### config.mk
export PLATFORM = sky130hd
export DESIGN_NAME = fifo_uart_tx
export DESIGN_NICKNAME = d
export VERILOG_FILES = /design/src/rtl/fifo_uart_tx.sv
export SDC_FILE = /design/constraint.sdc
export NUM_CORES = 1
export LEC_CHECK = 0
export ABC_AREA = 1
export CAP_MARGIN = 20
export CORE_MARGIN = 5
export CORE_UTILIZATION = 56
export DETAILED_ROUTE_END_ITERATION = 16
export GPL_TIMING_DRIVEN = 1
export PLACE_DENSITY_LB_ADDON = 0.25
export SYNTH_ARGS = -nofsm -noshare
export SYNTH_HDL_FRONTEND = slang
export SYNTH_SLANG_ARGS = --single-unit
### constraint.sdc
create_clock -name clk -period 1.9 [get_ports clk]
set_input_delay 0.19 -clock clk [delete_from_list [all_inputs] [get_ports clk]]
set_output_delay 0.19 -clock clk [all_outputs]
set_load 0.03 [all_outputs]
### src/rtl/fifo_uart_tx.sv
// UART 8N1 transmitter that drains a show-ahead byte FIFO, one pop per frame.
// Bit timing comes from an internal clock-per-bit divisor.
module fifo_uart_tx #(
  parameter int DATA_WIDTH   = 8,
  parameter int CLKS_PER_BIT = 10416
) (
  input  logic                  clk,
  input  logic                  rst,
  input  logic [DATA_WIDTH-1:0] fifo_rdata,
  input  logic                  fifo_empty,
  output logic                  fifo_pop,
  output logic                  tx,
  output logic                  tx_busy,
  output logic                  tx_done
);

  localparam int CNT_W = (CLKS_PER_BIT > 1) ? $clog2(CLKS_PER_BIT) : 1;
  localparam logic [CNT_W-1:0] CNT_MAX  = CNT_W'(CLKS_PER_BIT - 1);
  localparam logic [2:0]       BIT_LAST = 3'(DATA_WIDTH - 1);

  typedef enum logic [1:0] {
    IDLE  = 2'd0,
    START = 2'd1,
    DATA  = 2'd2,
    STOP  = 2'd3
  } state_t;

  state_t                state, state_nxt;
  logic [CNT_W-1:0]      clk_cnt, clk_cnt_nxt;
  logic [2:0]            bit_cnt, bit_cnt_nxt;
  logic [DATA_WIDTH-1:0] shift, shift_nxt;
  logic                  tx_nxt;
  logic                  done_nxt;
  logic                  bit_end;

  assign bit_end = (clk_cnt == CNT_MAX);
  assign tx_busy = (state != IDLE);

  always_comb begin
    state_nxt   = state;
    clk_cnt_nxt = clk_cnt;
    bit_cnt_nxt = bit_cnt;
    shift_nxt   = shift;
    tx_nxt      = tx;
    done_nxt    = 1'b0;
    fifo_pop    = 1'b0;
    case (state)
      IDLE: begin
        tx_nxt      = 1'b1;
        clk_cnt_nxt = '0;
        bit_cnt_nxt = '0;
        // The pop cycle is the last idle-high cycle; the start bit begins at this edge.
        if (!fifo_empty && rst) begin
          fifo_pop  = 1'b1;
          shift_nxt = fifo_rdata;
          tx_nxt    = 1'b0;
          state_nxt = START;
        end
      end
      START: begin
        if (bit_end) begin
          clk_cnt_nxt = '0;
          bit_cnt_nxt = '0;
          tx_nxt      = shift[0];
          state_nxt   = DATA;
        end else begin
          clk_cnt_nxt = clk_cnt + 1'b1;
        end
      end
      DATA: begin
        if (bit_end) begin
          clk_cnt_nxt = '0;
          if (bit_cnt == BIT_LAST) begin
            tx_nxt    = 1'b1;
            state_nxt = STOP;
          end else begin
            // Shift right so the next payload bit is always at index 1, then index 0.
            bit_cnt_nxt = bit_cnt + 1'b1;
            shift_nxt   = {1'b0, shift[DATA_WIDTH-1:1]};
            tx_nxt      = shift[1];
          end
        end else begin
          clk_cnt_nxt = clk_cnt + 1'b1;
        end
      end
      STOP: begin
        if (bit_end) begin
          clk_cnt_nxt = '0;
          done_nxt    = 1'b1;
          state_nxt   = IDLE;
        end else begin
          clk_cnt_nxt = clk_cnt + 1'b1;
        end
      end
      default: begin
        tx_nxt    = 1'b1;
        state_nxt = IDLE;
      end
    endcase
  end

  always_ff @(posedge clk) begin
    if (!rst) begin
      state   <= IDLE;
      clk_cnt <= '0;
      bit_cnt <= '0;
      shift   <= '0;
      tx      <= 1'b1;
      tx_done <= 1'b0;
    end else begin
      state   <= state_nxt;
      clk_cnt <= clk_cnt_nxt;
      bit_cnt <= bit_cnt_nxt;
      shift   <= shift_nxt;
      tx      <= tx_nxt;
      tx_done <= done_nxt;
    end
  end

endmodule

* After elaboration in Yosys (flattened, before gate mapping)
Cells that the tools add are included.
Storage, ports and cells: output and inout bits 4, input port bits 11, bits in registers 29
Cells by class: eq/ne operators 11, mux-type cells 24, reductions and logical operators 12, $add $sub $neg 2
Operator list (number):
- $pmux W14 S2 | 1
- $mux W8 | 3
- $pmux W8 S2 | 1
- $add A14 B1 Y14 const B | 1
- $eq A14 B14 Y1 const B | 1
- $mux W14 | 1
- $ne A2 B2 Y1 const B | 6
- $mux W2 | 5
- $mux W3 | 3
- $pmux W3 S3 | 1
- $pmux W2 S4 | 1
- $reduce_and A4 Y1 | 2
- $mux W1 | 7
- $reduce_and A5 Y1 | 1
- $eq A2 B2 Y1 const B | 2
- $reduce_bool A2 Y1 | 2
- $add A3 B1 Y3 const B | 1
- $eq A3 B3 Y1 const B | 1
- $pmux W1 S3 | 1
- $reduce_and A3 Y1 | 1
- $reduce_bool A3 Y1 | 1
- $reduce_or A3 Y1 | 1
- $eq A2 B1 Y1 const B | 1
- $logic_not A2 Y1 | 1
- 3 further kinds | 3

* Longest topological paths before layout
Gate-level depths: netlist (run 1).
depth in word-level cells 4, gate-level depth with buffers 10, mapped depth without buffers 9

* Worst setup path before layout (run 1)
OpenSTA, ideal clock, no wires.
kind register to register, start point register state[0], end point register shift[7], stages on the path, launching flop included 7, setup slack 0.082 ns, required time 1.829 ns, library setup time 0.071 ns, data arrival time 1.748 ns, buffers on the path 0, cell sequence dfxtp_1 -> inv_1 -> ha_1 -> inv_1 -> nor3_1 -> nand3_1 -> a21oi_1
On the way: cells in the longest elaborated chain, start to end 3, elaborated cells on any way between the ends 8, classes of those cells 4 x eq/ne; 1 x mux; 3 x reduce/logical
RTL lines:
- start: declaration | RTL line 28 | state_t state, state_nxt;
- start signal: assignment | RTL line 111 | state <= state_nxt;
- $eq A2 B2 Y1 / $logic_not A2 Y1 (equally long branches) | RTL line 47 | case (state)
- $ne A2 B2 Y1 (no line) / $reduce_bool A2 Y1 (equally long branches)
- $reduce_and A4 Y1 (no line)
- end signal: assignment | RTL line 114 | shift <= shift_nxt;
- end: declaration | RTL line 31 | logic [DATA_WIDTH-1:0] shift, shift_nxt;
Parallel ways exist; a longest one is shown, timed or not. A chain may end at the register's enable or synchronous reset.

* Worst setup path after layout (run 1)
start point register state[0], end point output port tx_busy
On the way: cells in the longest elaborated chain, start to end 1
RTL lines:
- $reduce_bool A2 Y1 | RTL line 37 | assign tx_busy = (state != IDLE);
- end: declaration | RTL line 13 | output logic tx_busy,
Every way passes these cells.

==> results of run 1 <==
-- placed cells by master (no fill, tap or decap) --
cell type,count
sky130_fd_sc_hd__nand2_1,49
sky130_fd_sc_hd__nor2_1,29
sky130_fd_sc_hd__dfxtp_1,29
sky130_fd_sc_hd__nand3_1,22
sky130_fd_sc_hd__inv_1,20
sky130_fd_sc_hd__a21oi_1,17
sky130_fd_sc_hd__clkdlybuf4s50_1,12
sky130_fd_sc_hd__ha_1,8
sky130_fd_sc_hd__mux2i_1,6
sky130_fd_sc_hd__nor2_2,5
sky130_fd_sc_hd__clkbuf_4,5
sky130_fd_sc_hd__xnor2_1,4
sky130_fd_sc_hd__buf_4,4
sky130_fd_sc_hd__inv_2,3
sky130_fd_sc_hd__nor3_1,3
sky130_fd_sc_hd__xor2_1,3
sky130_fd_sc_hd__nand2_2,2
sky130_fd_sc_hd__nand4_1,2
sky130_fd_sc_hd__clkbuf_8,2
sky130_fd_sc_hd__nand3_2,1
sky130_fd_sc_hd__nor3b_1,1
sky130_fd_sc_hd__or2_0,1
sky130_fd_sc_hd__nor2_4,1
sky130_fd_sc_hd__a21boi_0,1
sky130_fd_sc_hd__clkinv_2,1
sky130_fd_sc_hd__clkdlybuf4s15_1,1
-- per-stage QoR --
stage | hold WS (ns) | total power [mW] | setup WS, ns | area, sq um
after global routing | 0.4310 | 2.311 | 0.01737 | 1759
after floorplan | 0.3577 | 1.543 | 0.08179 | 1536
after CTS | 0.4241 | 2.152 | 0.1231 | 1758
after global placement | 0.4279 | 1.688 | 0.2479 | 1689
after detailed placement | 0.4509 | 1.727 | 0.2247 | 1689
final | 0.4339 | 2.142 | 0.1790 | 1759
-- power by group --
part | internal, mW | switching (mW) | total [mW] | leakage (nW)
registers | 0.725 | 0.0796 | 0.804 | 0.236
logic | 0.340 | 0.567 | 0.907 | 0.482
clock network | 0.214 | 0.217 | 0.431 | 0.0413
-- final cells by class --
cell class / count / area (sq um)
inverter: 23 / 86.33
clock buffer: 7 / 65.06
timing repair buffer: 17 / 160.2
tap: 31 / 38.79
sequential: 29 / 580.6
clock inverter: 1 / 5.005
multi-input combinational: 155 / 823.3
fill: 233 / 927.1
-- timing repair --
item                       4_1_cts  5_1_grt
resized for setup                1        1
gates cloned                     0        0
setup endpoints to repair        1        1
-- per-layer routing --
| layer | track usage, % | share of wire (%) | wire length (um) |
|---|---|---|---|
| met3 | 5.036 | 4.8 | 145 |
| met4 | 7.427 | 1.7 | 51 |
| met5 | 0 | 0 | 0 |
| met2 | 28.24 | 50 | 1511 |
| met1 | 18.60 | 43 | 1295 |
-- worst paths after layout --
check / to / slack, ns / cells after the start
max: tx_busy / 0.18 / 4
min: shift[7]$_SDFFE_PN0P_ / 0.43 / 3
max reg2reg: shift[7]$_SDFFE_PN0P_ / 0.23 / 9
min reg2reg: clk_cnt[0]$_SDFF_PP0_ / 0.46 / 1
-- cells by family (layout without fill, tap and decap cells) --
| logic type | Yosys count | count (layout) | synth area share (%) |
|---|---|---|---|
| AOI/OAI and AO/OA | 18 | 18 | 6.026 |
| xor gates and xnor gates | 7 | 7 | 3.990 |
| adders and majority gates | 8 | 8 | 6.515 |
| buffers and inverters | 28 | 48 | 8.631 |
| DFF | 29 | 29 | 37.79 |
| muxes | 6 | 6 | 3.909 |
| and+or+nand+nor | 116 | 116 | 33.14 |
-- state kept, by name, indices dropped and copies added (netlist names) --
| signal | count |
|---|---|
| shift | 8 |
| tx_done | 1 |
| tx | 1 |
| bit_cnt | 3 |
| state | 2 |
| clk_cnt | 14 |
-- critical path: cells and delay by family, from the launching register on --
kind,cells,cell delay (ns)
DFF,1,0.41
buffers and inverters,3,0.61
adders and majority gates,1,0.19
==> results_dict.tcl, run 1 <==
set metrics [dict create \
    mappedNetlistNets 231 \
    share_of_the_core_filled_with_cells_pct 65.49 \
    finish.net_count 250 \
    finalWeightedCongestion 0.9041 \
    finalCriticalPeriod_ns 1.721 \
    groute.usage.overall_pct 16.49 \
    worstSetupStartpoint "state[0]$_SDFFE_PN0P_" \
    wire_length_of_the_first_global_routing_pass_um 5299 \
    max_cap_viol_count 0 \
    timing.setup.critical_path_class "reg -> out" \
    clk_transition_reported_paths_ns 0.09 \
    clock_sink_count 29 \
    slew_headroom_pct 78.12 \
    power_per_cell_area_nw_per_um2 1218 \
    finClkSkew_ns 0.002864 \
    synthesis.area_sq_um 1536 \
    synth.most_common_cell "sky130_fd_sc_hd__nand2_1" \
    worstMarginPinSlew_ns 0.3271 \
    io_pins 15 \
    critical_path.slowest_cell "sky130_fd_sc_hd__dfxtp_1" \
    endpoint_required_time_on_the_critical_path_ns 1.71 \
    report.final.hold_viol_count 0 \
    placement_rows 19 \
    count_of_placed_standard_cells_including_taps 255 \
    detail_route.wirelength_um 3003 \
    netlist_top_cells_area "sky130_fd_sc_hd__dfxtp_1, sky130_fd_sc_hd__nand2_1, sky130_fd_sc_hd__nand3_1, sky130_fd_sc_hd__nor2_1, sky130_fd_sc_hd__ha_1" \
    grt_antenna_before_repair 0 \
    synth_commonest_cells "sky130_fd_sc_hd__nand2_1, sky130_fd_sc_hd__dfxtp_1, sky130_fd_sc_hd__nor2_1" \
    drive_above_1_share_pct 10.34 \
    post_synthesis_sequential_area_ratio_pct 37.79 \
    detail_route.first_pass.iterations 4 \
    clk-insertion-delay-late_ns 0.33 \
    power_leakage_nw 0.7587 \
    number_of_buffers_on_the_longest_clock_path 2 \
    synth-edff-count 0 \
    drtAntennaViolNets 0 \
    timing.final.max_slew_violations 0 \
    synthFlopType "sky130_fd_sc_hd__dfxtp_1" \
    vias_per_cell 5.167 \
    netlist_instances 212 \
    cp_max_fo 5 \
    postSynth.asyncResetShare_pct 0 \
    num_vias 1359 \
    grt_start_max_net_pins 16 \
    worstReg2RegStart "state[0]$_SDFFE_PN0P_" \
    synth_cell_type_count 23 \
    synth_warnings 0 \
    netlist.top_cell.by_area "sky130_fd_sc_hd__dfxtp_1" \
    design.die.area_sq_um 3891 \
    avgSynthCellArea_sq_um 7.248 \
    fin_crit_sh_pct 90.58 \
    hold_path.startpoint "fifo_rdata[7]" \
    hold_buf_cts 0 \
    buffer_ports.inserted 14 \
    cts-buffers-inserted 5 \
    placeableCoreArea_sq_um 2686 \
    min_path_type "in -> reg" \
    critPathLaunchType "flip-flop" \
    drc_errors 0 \
    drtIter0Drc 50 \
    timing.fmax_mhz 581.1 \
    routedWlPerCell_um 11.42 \
    root_buffer_cell "sky130_fd_sc_hd__clkbuf_4" \
    grt_setup_unrepaired "false" \
    postSynthRegisterBits 29 \
    overflow_after_grt 0 \
    initial_core_util_pct 57.20 \
    end_kind "primary output" \
    cts_htree_levels 2 \
    cp_cell_sequence "inv_1 -> ha_1 -> inv_1 -> clkdlybuf4s15_1" \
    first_global_vias 1306 \
    hpwlAfterDp_um 2282 \
    cpMostUsedCell "sky130_fd_sc_hd__inv_1" \
    max_stage_delay_ns 0.41 \
    final-instance-count-excl-fill 263 \
    setup-violations-final 0 \
    area_growth_syn_to_layout_pct 14.50 \
    cts_tree "yes" \
    peakVddDrop_uv 1024 \
    fp.dieW_um 62.38 \
    status "finished, final reports clean" \
    n_antenna_cell 0 \
    postCtsSetupRepairBufs 0 \
    crit_arrival_ns 1.53 \
    tns_ns 0 \
    die_h_um 62.38 \
    synthDominantCellAreaShare_pct 37.79 \
]
No activity file was read; power rests on OpenSTA's default activity.
==> inputs of run 2 (changes only) <==
--- a/config.mk
+++ b/config.mk
@@ -13,4 +13,5 @@
 export GPL_TIMING_DRIVEN = 1
 export PLACE_DENSITY_LB_ADDON = 0.25
+export RECOVER_POWER = 100
 export SYNTH_ARGS = -nofsm -noshare
 export SYNTH_HDL_FRONTEND = slang
==> constraint.sdc (replaced) <==
create_clock -name clk -period 1.9 [get_ports clk]
set_input_delay 0.38 -clock clk [delete_from_list [all_inputs] [get_ports clk]]
set_output_delay 0.38 -clock clk [all_outputs]
set_load 0.03 [all_outputs]
==> run 2 against run 1 <==
  * Largest power group unchanged
  * Total power fell by 1.8%
  * Combinational power up 1%
  * Register-to-register slack worse by 0.03 ns
  * First-iteration DRC count is 10% higher
  * Global-route usage is essentially flat
  * Highest routed layer unchanged
  * Worst hold slack improved by 0.022 ns
  * Critical path depth down 3
  * Setup slack worse by 0.056 ns
  * Core utilization is 0.37 points lower
  * Critical endpoint is now tx
==> results_dict.tcl, run 2 (synthesized netlist as in run 1, its figures left out) <==
set metrics [dict create \
    detail_route.first_pass.iterations 4 \
    min_path_type "reg -> reg" \
    power_per_cell_area_nw_per_um2 1202 \
    setup-violations-final 0 \
    finalCriticalPeriod_ns 1.777 \
    wire_length_of_the_first_global_routing_pass_um 5368 \
    finish.net_count 251 \
    number_of_buffers_on_the_longest_clock_path 2 \
    cts_htree_levels 2 \
    timing.fmax_mhz 562.9 \
    n_antenna_cell 0 \
    cts-buffers-inserted 5 \
    drtIter0Drc 55 \
    setup.worst_path.end "tx" \
    first_global_vias 1347 \
    fin_crit_sh_pct 93.51 \
    cp_max_fo 2 \
    clk-insertion-delay-late_ns 0.32 \
    area_growth_syn_to_layout_pct 13.84 \
    worstSetupStartpoint "tx$_SDFFE_PN1P_" \
    cp_cell_sequence "dlygate4sd3_1" \
    layout_commonest_cell "sky130_fd_sc_hd__nand2_1" \
    drc_errors 0 \
    hpwlAfterDp_um 2210 \
    final_cell_mix "sky130_fd_sc_hd__nand2_1, sky130_fd_sc_hd__nor2_1, sky130_fd_sc_hd__dfxtp_1" \
    drtAntennaViolNets 0 \
    placeableCoreArea_sq_um 2686 \
    flip_flop_count_of_the_largest_register_all_copies_and_words_added 14 \
    end_kind "primary output" \
    number_of_logic_stages_on_the_critical_path_including_buffering 1 \
    grt_antenna_before_repair 0 \
    design.die.area_sq_um 3891 \
    worstReg2RegEnd "shift[7]$_SDFFE_PN0P_" \
    max_stage_delay_ns 0.74 \
    slew_headroom_pct 76.02 \
    status "finished, final reports clean" \
    worstReg2RegStart "state[0]$_SDFFE_PN0P_" \
    power_leakage_nw 0.7547 \
    root_buffer_cell "sky130_fd_sc_hd__clkbuf_4" \
    peakVddDrop_uv 1219 \
    fp.dieW_um 62.38 \
    cts_tree "yes" \
    grt_start_max_net_pins 16 \
    io_pins 15 \
    largest-register "clk_cnt" \
    r2r.worst_path.cells 9 \
    share_of_the_core_filled_with_cells_pct 65.11 \
    placement_rows 19 \
    final_cell_area_sq_um 1749 \
    critPathLaunchType "flip-flop" \
    worst-path-buf-inv 1 \
    buffer_ports.inserted 14 \
    critical_path.slowest_cell "sky130_fd_sc_hd__dlygate4sd3_1" \
    num_vias 1359 \
    detail_route.wirelength_um 2935 \
    hold_buf_cts 0 \
    timing.setup.critical_path_class "reg -> out" \
    routedWlPerCell_um 11.16 \
    die_h_um 62.38 \
    report.final.hold_viol_count 0 \
    finalWeightedCongestion 0.8762 \
    initial_core_util_pct 57.20 \
    tns_ns 0 \
    finClkSkew_ns 0.005081 \
    groute.usage.overall_pct 16.53 \
    worstMarginPinSlew_ns 0.3612 \
    vias_per_cell 5.167 \
    crit_arrival_ns 1.40 \
    max_cap_viol_count 0 \
    r2r_slack_ns 0.20 \
    endpoint_required_time_on_the_critical_path_ns 1.52 \
    overflow_after_grt 0 \
    clk_transition_reported_paths_ns 0.09 \
    place_area_sq_um 1697 \
    drive_above_1_share_pct 10.34 \
    grt_setup_unrepaired "false" \
    clock_sink_count 29 \
    path_delay_family "buffers and inverters" \
    timing.final.max_slew_violations 0 \
    biggestRegsByFlops "clk_cnt x14, shift x8, bit_cnt x3" \
]
[run 2: how the worst min path moves through the flow]
stage | start | to | slack [ns] | cells after the start
2_1_floorplan | clk_cnt[0]$_SDFF_PP0_ | clk_cnt[0]$_SDFF_PP0_ | 0.42 | 1
3_3_place_gp | clk_cnt[0]$_SDFF_PP0_ | clk_cnt[0]$_SDFF_PP0_ | 0.43 | 1
3_5_place_dp | clk_cnt[0]$_SDFF_PP0_ | clk_cnt[0]$_SDFF_PP0_ | 0.44 | 1
4_1_cts | clk_cnt[0]$_SDFF_PP0_ | clk_cnt[0]$_SDFF_PP0_ | 0.46 | 1
5_1_grt | shift[7]$_SDFFE_PN0P_ | shift[7]$_SDFFE_PN0P_ | 0.50 | 2
6_report | clk_cnt[0]$_SDFF_PP0_ | clk_cnt[0]$_SDFF_PP0_ | 0.46 | 1
[run 2: layout make-up]
cell class              count  area (sq um)
multi-input cells         155         827.0
fillers                   245         937.1
clock buffers               7         55.05
inverters                  23         86.33
well taps                  31         38.79
repair buffers             18         158.9
flip-flops and latches     29         583.1
[run 2: layer usage]
layer  global-route usage [%]  share of wire (%)
met4                    6.631                1.7
met3                    5.576                4.7
met1                    19.18                 45
met2                    27.72                 49
met5                        0                  0
[run 2: power by group]
| group | switching, mW | internal, mW |
|---|---|---|
| registers | 0.0780 | 0.729 |
| logic | 0.577 | 0.343 |
| clock network | 0.202 | 0.174 |
| total | 0.857 | 1.25 |
[run 2: repair_timing]
action	in CTS	in global routing
gates resized for setup	2	5
pin swaps	0	0
hold endpoints to repair	0	0
cloned	0	0
setup buffers	0	0
endpoints found under the setup margin	2	7
[run 2: through the flow]
step / power, mW / hold WS (ns) / setup slack (ns) / std cells
floorplan: 1.543 / 0.4179 / 0.06692 / 212
global placement: 1.709 / 0.4296 / 0.1285 / 256
detailed placement: 1.749 / 0.4404 / 0.08852 / 256
CTS: 2.125 / 0.4616 / 0.008984 / 263
global route: 2.302 / 0.4969 / 0.01394 / 263
finish: 2.103 / 0.4563 / 0.1233 / 263
==> inputs of run 3 (changes only) <==
CORE_UTILIZATION = 50   (was 56)
clock period = 1.55 ns   (was 1.9 ns; I/O delays follow)
==> run 3 against run 2 <==
  * The flow now finishes with violations (negative setup slack)
  * Final area is 14% higher
  * First-iteration DRC count is 24% higher
  * Sequential share of layout area is 4.0 points lower
  * Routed wire length is 13% higher
  * Die area is 10% higher
  * Global-route usage is 0.084 points lower
  * Total power is 55% higher
  * Register-to-register slack worse by 0.16 ns
  * Setup slack worse by 0.13 ns
  * Non-clock buffer count is 14 higher
  * Clock-buffer cell count stayed put
  * Critical path type unchanged
==> results_dict.tcl, run 3 (synthesized netlist as in run 1, its figures left out) <==
set metrics [dict create \
    num_vias 1416 \
    hold_buf_cts 0 \
    initial_core_util_pct 51.17 \
    cts_htree_levels 2 \
    hold_path.startpoint "clk_cnt[0]$_SDFF_PP0_" \
    r2r.worst_path.cells 8 \
    routedWlPerCell_um 11.89 \
    min_path_cells 1 \
    drtAntennaViolNets 0 \
    finalWeightedCongestion 0.8236 \
    timing.fmax_mhz 643.6 \
    wire_length_of_the_first_global_routing_pass_um 5409 \
    largest-register "clk_cnt" \
    io_pins 15 \
    peakVddDrop_uv 1105 \
    design.die.area_sq_um 4282 \
    layout_commonest_cell "sky130_fd_sc_hd__nand2_1" \
    finish.net_count 265 \
    number_of_buffers_on_the_longest_clock_path 2 \
    fin_crit_sh_pct 100.2 \
    finClkSkew_ns 0.004977 \
    groute.usage.overall_pct 16.45 \
    tns_ns -0.003836 \
    die_h_um 65.44 \
    buffer_ports.inserted 14 \
    power_per_cell_area_nw_per_um2 1632 \
    cp_max_fo 3 \
    worstMarginPinSlew_ns 0.3108 \
    end_kind "primary output" \
    endpoint_required_time_on_the_critical_path_ns 1.24 \
    worst_hold_path.endpoint "clk_cnt[0]$_SDFF_PP0_" \
    first_global_vias 1321 \
    grt_antenna_before_repair 0 \
    clock_sink_count 29 \
    clk-insertion-delay-late_ns 0.34 \
    crit_arrival_ns 1.24 \
    max_cap_viol_count 0 \
    status "finished, violations left" \
    flip_flop_count_of_the_largest_register_all_copies_and_words_added 14 \
    drtIter0Drc 68 \
    vias_per_cell 5.057 \
    final.hold.worst_slack_ns 0.4278 \
    timing.setup.critical_path_class "reg -> out" \
    n_antenna_cell 0 \
    drc_errors 0 \
    slew_headroom_pct 79.36 \
    worstReg2RegEnd "clk_cnt[4]$_SDFF_PP0_" \
    timing.final.max_slew_violations 0 \
    worstReg2RegStart "clk_cnt[0]$_SDFF_PP0_" \
    grt_setup_unrepaired "true" \
    final-instance-count-excl-fill 280 \
    drive_above_1_share_pct 22.27 \
    fp.dieW_um 65.44 \
    setup-violations-final 1 \
    count_of_placed_standard_cells_including_taps 265 \
    detail_route.first_pass.iterations 4 \
    setup_ws_ns -0.003836 \
    placeableCoreArea_sq_um 3003 \
    power_mw 3.254 \
    biggestRegsByFlops "clk_cnt x14, shift x8, bit_cnt x3" \
    power_leakage_nw 0.8601 \
    cts_tree "yes" \
    failed_checks "negative setup slack" \
    overflow_after_grt 0 \
    placement_rows 20 \
    critPathLaunchType "flip-flop" \
    area_growth_syn_to_layout_pct 29.72 \
    r2r_slack_ns 0.04 \
    cts-buffers-inserted 5 \
    hpwlAfterDp_um 2157 \
    root_buffer_cell "sky130_fd_sc_hd__clkbuf_4" \
    finalCriticalPeriod_ns 1.554 \
    fill_cells 267 \
    report.final.hold_viol_count 0 \
    clk_transition_reported_paths_ns 0.09 \
    final_cell_mix "sky130_fd_sc_hd__nand2_1, sky130_fd_sc_hd__nor2_1, sky130_fd_sc_hd__dfxtp_1" \
    detail_route.wirelength_um 3329 \
    grt_start_max_net_pins 16 \
    min_path_type "reg -> reg" \
]
[run 3: cell types whose count changed in the layout (fill, tap and decap cells not counted), sizes merged]
cell and delta:
dlygate4sd2 +2, buf +15, clkbuf -1, dlygate4sd3 -2
clkinv +1
[run 3: where the power goes]
| group | internal (mW) | switching, mW |
|---|---|---|
| clock network | 0.262 | 0.267 |
| logic | 0.840 | 0.904 |
| registers | 0.895 | 0.0850 |
| total | 2.00 | 1.26 |
[run 3: layer usage]
| layer | routed length [um] | up-vias | track usage [%] | share of wire (%) |
|---|---|---|---|---|
| li1 | - | 739 | - | - |
| met1 | 1392 | 629 | 18.72 | 42 |
| met2 | 1628 | 33 | 27.05 | 49 |
| met3 | 161 | 15 | 4.615 | 4.8 |
| met4 | 146 | 0 | 10.10 | 4.4 |
| met5 | 0 | - | 0 | 0 |
[run 3: through the flow]
step           area (sq um)  utilization, %  setup WS, ns
6_report               1993           66.38     -0.003836
3_3_place_gp           1767           58.83      -0.01109
3_5_place_dp           1767           58.83      -0.02471
2_1_floorplan          1541               -       0.07082
5_1_grt                1993           66.38      -0.07892
4_1_cts                1888           62.88      -0.03279
[run 3: worst max-delay path by stage]
| stage | start | endpoint | cells past startpoint | slack [ns] |
|---|---|---|---|---|
| CTS | state[1]$_SDFFE_PN0P_ | fifo_pop | 5 | -0.03 |
| finish | state[0]$_SDFFE_PN0P_ | fifo_pop | 5 | -0.004 |
| global route | clk_cnt[0]$_SDFF_PP0_ | clk_cnt[4]$_SDFF_PP0_ | 8 | -0.08 |
| floorplan | state[0]$_SDFFE_PN0P_ | shift[0]$_SDFFE_PN0P_ | 9 | 0.07 |
| global placement | rst | shift[2]$_SDFFE_PN0P_ | 9 | -0.01 |
| detailed placement | rst | shift[3]$_SDFFE_PN0P_ | 9 | -0.02 |
[run 3: critical path: stages (launching register included)]
cell and delay [ns]:
sky130_fd_sc_hd__dfxtp_2 0.35, sky130_fd_sc_hd__inv_4 0.08, sky130_fd_sc_hd__ha_4 0.14, sky130_fd_sc_hd__inv_4 0.04, sky130_fd_sc_hd__nor3_4 0.14, sky130_fd_sc_hd__buf_6 0.16
[run 3: area by class of cell]
cell class	instances	area (sq um)	share of cell area [%]
tap	33	41.29	2.072
clock inverter	1	5.005	0.2511
clock buffer	7	65.06	3.264
sequential	29	585.6	29.38
timing repair buffer	32	321.6	16.13
multi-input combinational	155	883.3	44.32
inverter	23	91.34	4.583
[run 3: repair_timing]
item,4_1_cts,5_1_grt
pin swaps,2,2
cloned,0,1
gates resized for setup,12,16
buffers inserted,3,3
endpoints found under the setup margin,4,18
==> RTL edit 1, RTL diff (settings of run 1) <==
Encoding of `state_t`: now one-hot (4 bits for 4 states).
--- a/src/rtl/fifo_uart_tx.sv
+++ b/src/rtl/fifo_uart_tx.sv
@@ -18,11 +18,11 @@
   localparam logic [CNT_W-1:0] CNT_MAX  = CNT_W'(CLKS_PER_BIT - 1);
   localparam logic [2:0]       BIT_LAST = 3'(DATA_WIDTH - 1);
 
-  typedef enum logic [1:0] {
-    IDLE  = 2'd0,
-    START = 2'd1,
-    DATA  = 2'd2,
-    STOP  = 2'd3
+  typedef enum logic [3:0] {
+    IDLE  = 4'b0001,
+    START = 4'b0010,
+    DATA  = 4'b0100,
+    STOP  = 4'b1000
   } state_t;
 
   state_t                state, state_nxt;
Function: no difference found for any inputs over 10 cycles, from zero or initial values and one cycle with rst low; not proved beyond that.
==> RTL edit 1 against run 1 <==
  * Combinational power is 30% higher
  * Count of clock-buffer cells in the layout did not move
  * Critical endpoint is now shift[7]
  * Sequential cell count rose by 2
  * Register-to-register slack improved by 0.04 ns
  * Non-clock buffer count did not move
  * Sequential power is 5.3% higher
  * Final cell count rose by 29%
  * Cell area increased by 20%
  * Power increased by 12%
  * Routed wire length rose by 26%
  * Die area up 19%
  * Area after synthesis is 22% higher
  * Setup slack improved by 0.093 ns
==> RTL edit 1: results (changes against run 1) <==
INFO  worst_setup_path worst-endpoint-arrival=1.87ns [+0.34 ns]
INFO  synthesis      post_synth_main_area_contributors=dfxtp_1, nand2_1, nand3_1
INFO  detailed_routing drt_first_iter_violations=108 [+120%]
INFO  clock_network  cts_buffer_depth=2 [unchanged]
INFO  cells_and_area largest_registers=clk_cnt: 14 flops, shift: 8 flops, state: 4 flops
INFO  hold_path      hp-class=in -> reg
INFO  grt            vias_in_the_first_global_route=1533 [+17%]
INFO  placed_design  port_buffers=14 [unchanged]
INFO  power          max-vdd-ir-drop=1.05mV [+2.6%]
INFO  synthesis      ys_async_sr_fraction=0% [unchanged]
INFO  clock_network  clock_latency=0.34ns
INFO  worst_setup_path worst_path_dominant_cell_family=simple AND/OR/NAND/NOR gates
INFO  power          static-leakage-power=0.852nW [+12%]
INFO  detailed_routing avgViaCountPerCell=5.04 [-2.6%]
INFO  hold_path      worstHoldStart=fifo_rdata[7]
INFO  clock_network  numCtsBuffers=5 [unchanged]
INFO  grt            largest_net_degree_at_the_start_of_global_routing=18 [+2]
INFO  detailed_routing drt-total-wl=3.79mm [+26%]
INFO  placed_design  finalWeightedCongestion=0.853 [-5.6%]
INFO  placed_design  hpwlAfterDp=2.82mm [+23%]
INFO  clock_network  cts_htree_levels=2 [unchanged]
INFO  grt            grt_pass1_wl=6.63mm [+25%]
INFO  hold_path      hold_path_end=shift[7]
INFO  worst_setup_path r2r_end=shift[7]
INFO  grt            antenna_found_initial=0 [unchanged]
INFO  synthesis      synth-seq-area-share=33.0% [-4.8 points]
INFO  synthesis      yosys-top-cells-count=nand2_1, dfxtp_1, nand3_1, nor2_1, inv_1
INFO  worst_setup_path reg2regPathDepth=9 [unchanged]
INFO  worst_setup_path crit_path_start=bit_cnt[0]
INFO  cells_and_area post_route_cells_drive_above_1_share=17.3% [+7.0 points]
INFO  run_status     run_status=finished clean
INFO  power          power.density=1140nW/um2 [-6.7%]
INFO  grt            track_usage=19.1% [+2.6 points]
INFO  worst_setup_path timing.critical_path.slowest_cell_delay=0.33ns [-0.08 ns]
INFO  timing         finalClockSkew=0.00892ns [+0.00605 ns]
INFO  worst_setup_path path_max_fanout=9 [+4]
INFO  synthesis      synth_nets=291 [+26%]
INFO  worst_setup_path r2r_slack=0.27ns [+0.04 ns]
INFO  synthesis      yosysUniqueCellTypes=32 [+39%]
INFO  clock_network  clk_root_buffer_cell=clkbuf_4
INFO  synthesis      ys.warnings.count=0 [unchanged]
INFO  detailed_routing dr.pass1.iters=4 [unchanged]
INFO  cells_and_area number_of_diodes=0 [unchanged]
INFO  timing         worst-slew-pin-transition=0.330ns [+0.00279 ns]
INFO  cells_and_area num-nets-final=307 [+23%]
INFO  worst_setup_path cp_slowest_cell=dfxtp_1
[RTL edit 1: changes by cell type after synthesis, moves of 3 or more]
| cell | change |
|---|---|
| nand2_4 | +3 |
| a21oi_2 | +8 |
| nand4_1 | +6 |
| ha_1 | -5 |
| nand2_1 | +35 |
| nor2_1 | -5 |
| o21ai_0 | +6 |
| nand3_1 | +5 |
| nand2_2 | +14 |
| mux2i_1 | -6 |
| xnor2_1 | -3 |
[RTL edit 1: per-layer routing]
metal	GRT usage (%)	vias to the layer above	part of all wire, %	wire length [um]
met5	0	-	0	0
met4	7.44	0	1.7	63
met3	5.42	5	4.6	174
met2	30.7	31	47	1800
met1	24.2	749	46	1760
li1	-	927	-	-
[RTL edit 1: how the worst max path moves through the flow]
| stage | slack, ns | to | cells past startpoint |
|---|---|---|---|
| after floorplan | 0.43 | shift[0] | 9 |
| after global placement | 0.33 | shift[6] | 9 |
| after detailed placement | 0.30 | shift[3] | 9 |
| after CTS | 0.03 | tx_busy | 3 |
| after global routing | 0.17 | shift[2] | 8 |
| final | 0.27 | shift[7] | 9 |
[RTL edit 1: final cells by class]
class	instances	area (um2)
Tap cell	46	57.6
Clock inverter	1	5.00
Timing Repair Buffer	17	175
Inverter	26	116
Fill cell	313	1170
Clock buffer	7	45.0
Sequential cell	31	621
Multi-Input combinational cell	212	1090
[RTL edit 1: per-stage QoR]
step           cell area, um2  worst slack, ns  hold WS (ns)  std cells
6_report                 2110            0.272         0.446        340
5_1_grt                  2110            0.174         0.464        340
4_1_cts                  2110           0.0305         0.435        340
3_5_place_dp             2060            0.296         0.454        332
3_3_place_gp             2060            0.332         0.454        332
2_1_floorplan            1880            0.426         0.368        277
[RTL edit 1: power by group]
group / switching, mW / total [mW] / internal [mW]
combinational: 0.771 / 1.18 / 0.408
clock: 0.233 / 0.377 / 0.144
sequential: 0.0872 / 0.847 / 0.760
[RTL edit 1: cells by family (layout without fill, tap and decap cells)]
logic type / after synthesis / count (layout) / share of synthesized area (%)
AND/OR/NAND/NOR: 173 / 173 / 44.4
flip-flops: 31 / 31 / 33.0
AO/OA/AOI/OAI: 34 / 34 / 10.8
adder cells (fa/ha/maj): 3 / 3 / 1.99
XOR/XNOR: 2 / 2 / 0.931
buffers and inverters: 34 / 51 / 8.84
[RTL edit 1: tightest hold or removal path, stage by stage]
cell	delay [ns]
clkdlybuf4s50_1	0.40
nand3_1	0.10
a21oi_2	0.05
[RTL edit 1: repair_timing]
action / 4_1_cts / 5_1_grt
gates resized for setup: 0 / 1
endpoints found under the setup margin: 0 / 1
buffers inserted: 0 / 0
==> RTL edit 2, RTL diff (settings of run 1) <==
Made on the original files. Set the parameter `CLKS_PER_BIT` to 20832 (it was 10416).
--- a/src/rtl/fifo_uart_tx.sv
+++ b/src/rtl/fifo_uart_tx.sv
@@ -2,7 +2,7 @@
 // Bit timing comes from an internal clock-per-bit divisor.
 module fifo_uart_tx #(
   parameter int DATA_WIDTH   = 8,
-  parameter int CLKS_PER_BIT = 10416
+  parameter int CLKS_PER_BIT = 20832
 ) (
   input  logic                  clk,
   input  logic                  rst,
Behaviour: same outputs for any inputs over 10 cycles, from zero or initial values and one cycle with rst low; that may be too few to reach the edited logic, so the function may still have changed.
==> RTL edit 2 against run 1 <==
  * Die area grew 4.6%
  * Power up 17%
  * Routed wire length down 4.0%
  * Setup slack lost 0.0018 ns
  * Area after synthesis rose by 5.5%
  * Final cell count rose by 4.2%
  * Cell area rose by 7.6%
  * Synthesized cell count is 5.2% higher
  * Sequential cell count is 1 higher
==> RTL edit 2: results (changes against run 1) <==
INFO  placed_design  finalWeightedCongestion=0.815 [-9.9%]
INFO  timing         worst-slew-pin-transition=0.369ns [+0.0420 ns]
INFO  detailed_routing drt-total-wl=2.88mm [-4.0%]
INFO  synthesis      yosys-top-cells-count=nand2_1, nor2_1, dfxtp_1, a21oi_1, nand3_1
INFO  clock_network  ctsResizeCount=1 [unchanged]
INFO  power          max-vdd-ir-drop=1.33mV [+30%]
INFO  grt            grt.met3_usage=4.20% [-0.83 points]
INFO  cells_and_area number_of_diodes=0 [unchanged]
INFO  synthesis      muxShareOfSynthArea=3.71% [-0.20 points]
INFO  clock_network  numCtsBuffers=5 [unchanged]
INFO  placed_design  hpwlAfterDp=2.08mm [-9.0%]
INFO  synthesis      post_synth_main_area_contributors=dfxtp_1, nand2_1, nor2_1
INFO  placed_design  place_area=1780um2 [+5.3%]
INFO  grt            groute.layer.met2.usage=21.5% [-6.8 points]
INFO  worst_setup_path cp_slowest_cell=dfxtp_1
INFO  worst_setup_path timing.critical_path.slowest_cell_delay=0.36ns [-0.05 ns]
INFO  clock_network  clock_latency=0.34ns
INFO  synthesis      synth_nets=242 [+4.8%]
INFO  cells_and_area largest_registers=clk_cnt: 15 flops, shift: 8 flops, bit_cnt: 3 flops
INFO  timing         finalClockSkew=0.00770ns [+0.00484 ns]
INFO  cells_and_area post_route_cells_drive_above_1_share=11.5% [+1.2 points]
INFO  cells_and_area num-nets-final=261 [+4.4%]
INFO  synthesis      synth_adder_area_share=6.18% [-0.34 points]
INFO  grt            largest_net_degree_at_the_start_of_global_routing=16 [unchanged]
INFO  grt            track_usage=16.2% [-0.29 points]
INFO  detailed_routing avgViaCountPerCell=5.09 [-1.4%]
INFO  synthesis      post_synthesis_share_of_cell_area_spent_on_xor_and_xnor_gates=2.16% [-1.8 points]
INFO  hold_path      hp-class=in -> reg
INFO  clock_network  cts_setup_buffers=0 [unchanged]
INFO  power          static-leakage-power=0.769nW [+1.3%]
INFO  worst_setup_path worst_path_dominant_cell_family=buffers and inverters
INFO  detailed_routing drt_first_iter_violations=79 [+58%]
INFO  synthesis      synth_compound_gate_area_share=6.80% [+0.77 points]
INFO  synthesis      postSynth.topFlopCell=dfxtp_1
INFO  run_status     run_status=finished clean
INFO  grt            grt_pass1_wl=5.25mm [-0.92%]
INFO  synthesis      ys.warnings.count=0 [unchanged]
INFO  placed_design  port_buffers=14 [unchanged]
INFO  worst_setup_path path_max_fanout=4 [-1]
INFO  grt            vias_in_the_first_global_route=1203 [-7.9%]
INFO  synthesis      synth-seq-area-share=37.1% [-0.72 points]
INFO  synthesis      yosysUniqueCellTypes=29 [+26%]
INFO  clock_network  cts_buffer_depth=2 [unchanged]
INFO  grt            globalRouteMet1Util=22.7% [+4.1 points]
## RTL edit 2: area by class of cell
class / instances / area (um2)
Clock buffer: 6 / 51.3
Clock inverter: 2 / 60.1
Fill cell: 230 / 865
Inverter: 20 / 75.1
Multi-Input combinational cell: 168 / 908
Sequential cell: 30 / 601
Tap cell: 31 / 38.8
Timing Repair Buffer: 17 / 159
## RTL edit 2: cells by family (layout without fill, tap and decap cells)
logic type      after synthesis  count (layout)
mux                           6               6
compound gates               21              21
fa+ha+maj                     8               8
buf+inv                      25              45
simple gates                129             129
xor+xnor                      4               4
flops                        30              30
## RTL edit 2: per-stage QoR
| step | instances | worst slack, ns |
|---|---|---|
| 3_3_place_gp | 266 | 0.273 |
| 2_1_floorplan | 223 | 0.0220 |
| 4_1_cts | 274 | 0.0879 |
| 5_1_grt | 274 | 0.00772 |
| 6_report | 274 | 0.177 |
| 3_5_place_dp | 266 | 0.189 |
## RTL edit 2: report_power, final
| group | total, mW | leakage, nW | switching (mW) | internal [mW] |
|---|---|---|---|---|
| combinational | 1.02 | 0.466 | 0.629 | 0.389 |
| clock | 0.682 | 0.0585 | 0.237 | 0.446 |
| sequential | 0.811 | 0.244 | 0.0709 | 0.740 |
## RTL edit 2: final timing paths
check | cells past startpoint | startpoint | endpoint | slack, ns
hold reg to reg | 2 | shift[7] | shift[7] | 0.47
setup / recovery | 6 | state[1] | fifo_pop | 0.18
hold / removal | 3 | fifo_rdata[7] | shift[7] | 0.43
setup reg to reg | 9 | state[0] | shift[0] | 0.18
## RTL edit 2: metal layers
layer  routed length [um]  vias to the layer above
met2                 1200                       23
li1                     -                      757
met5                    0                        -
met3                  116                        5
met1                 1490                      611
met4                   79                        0
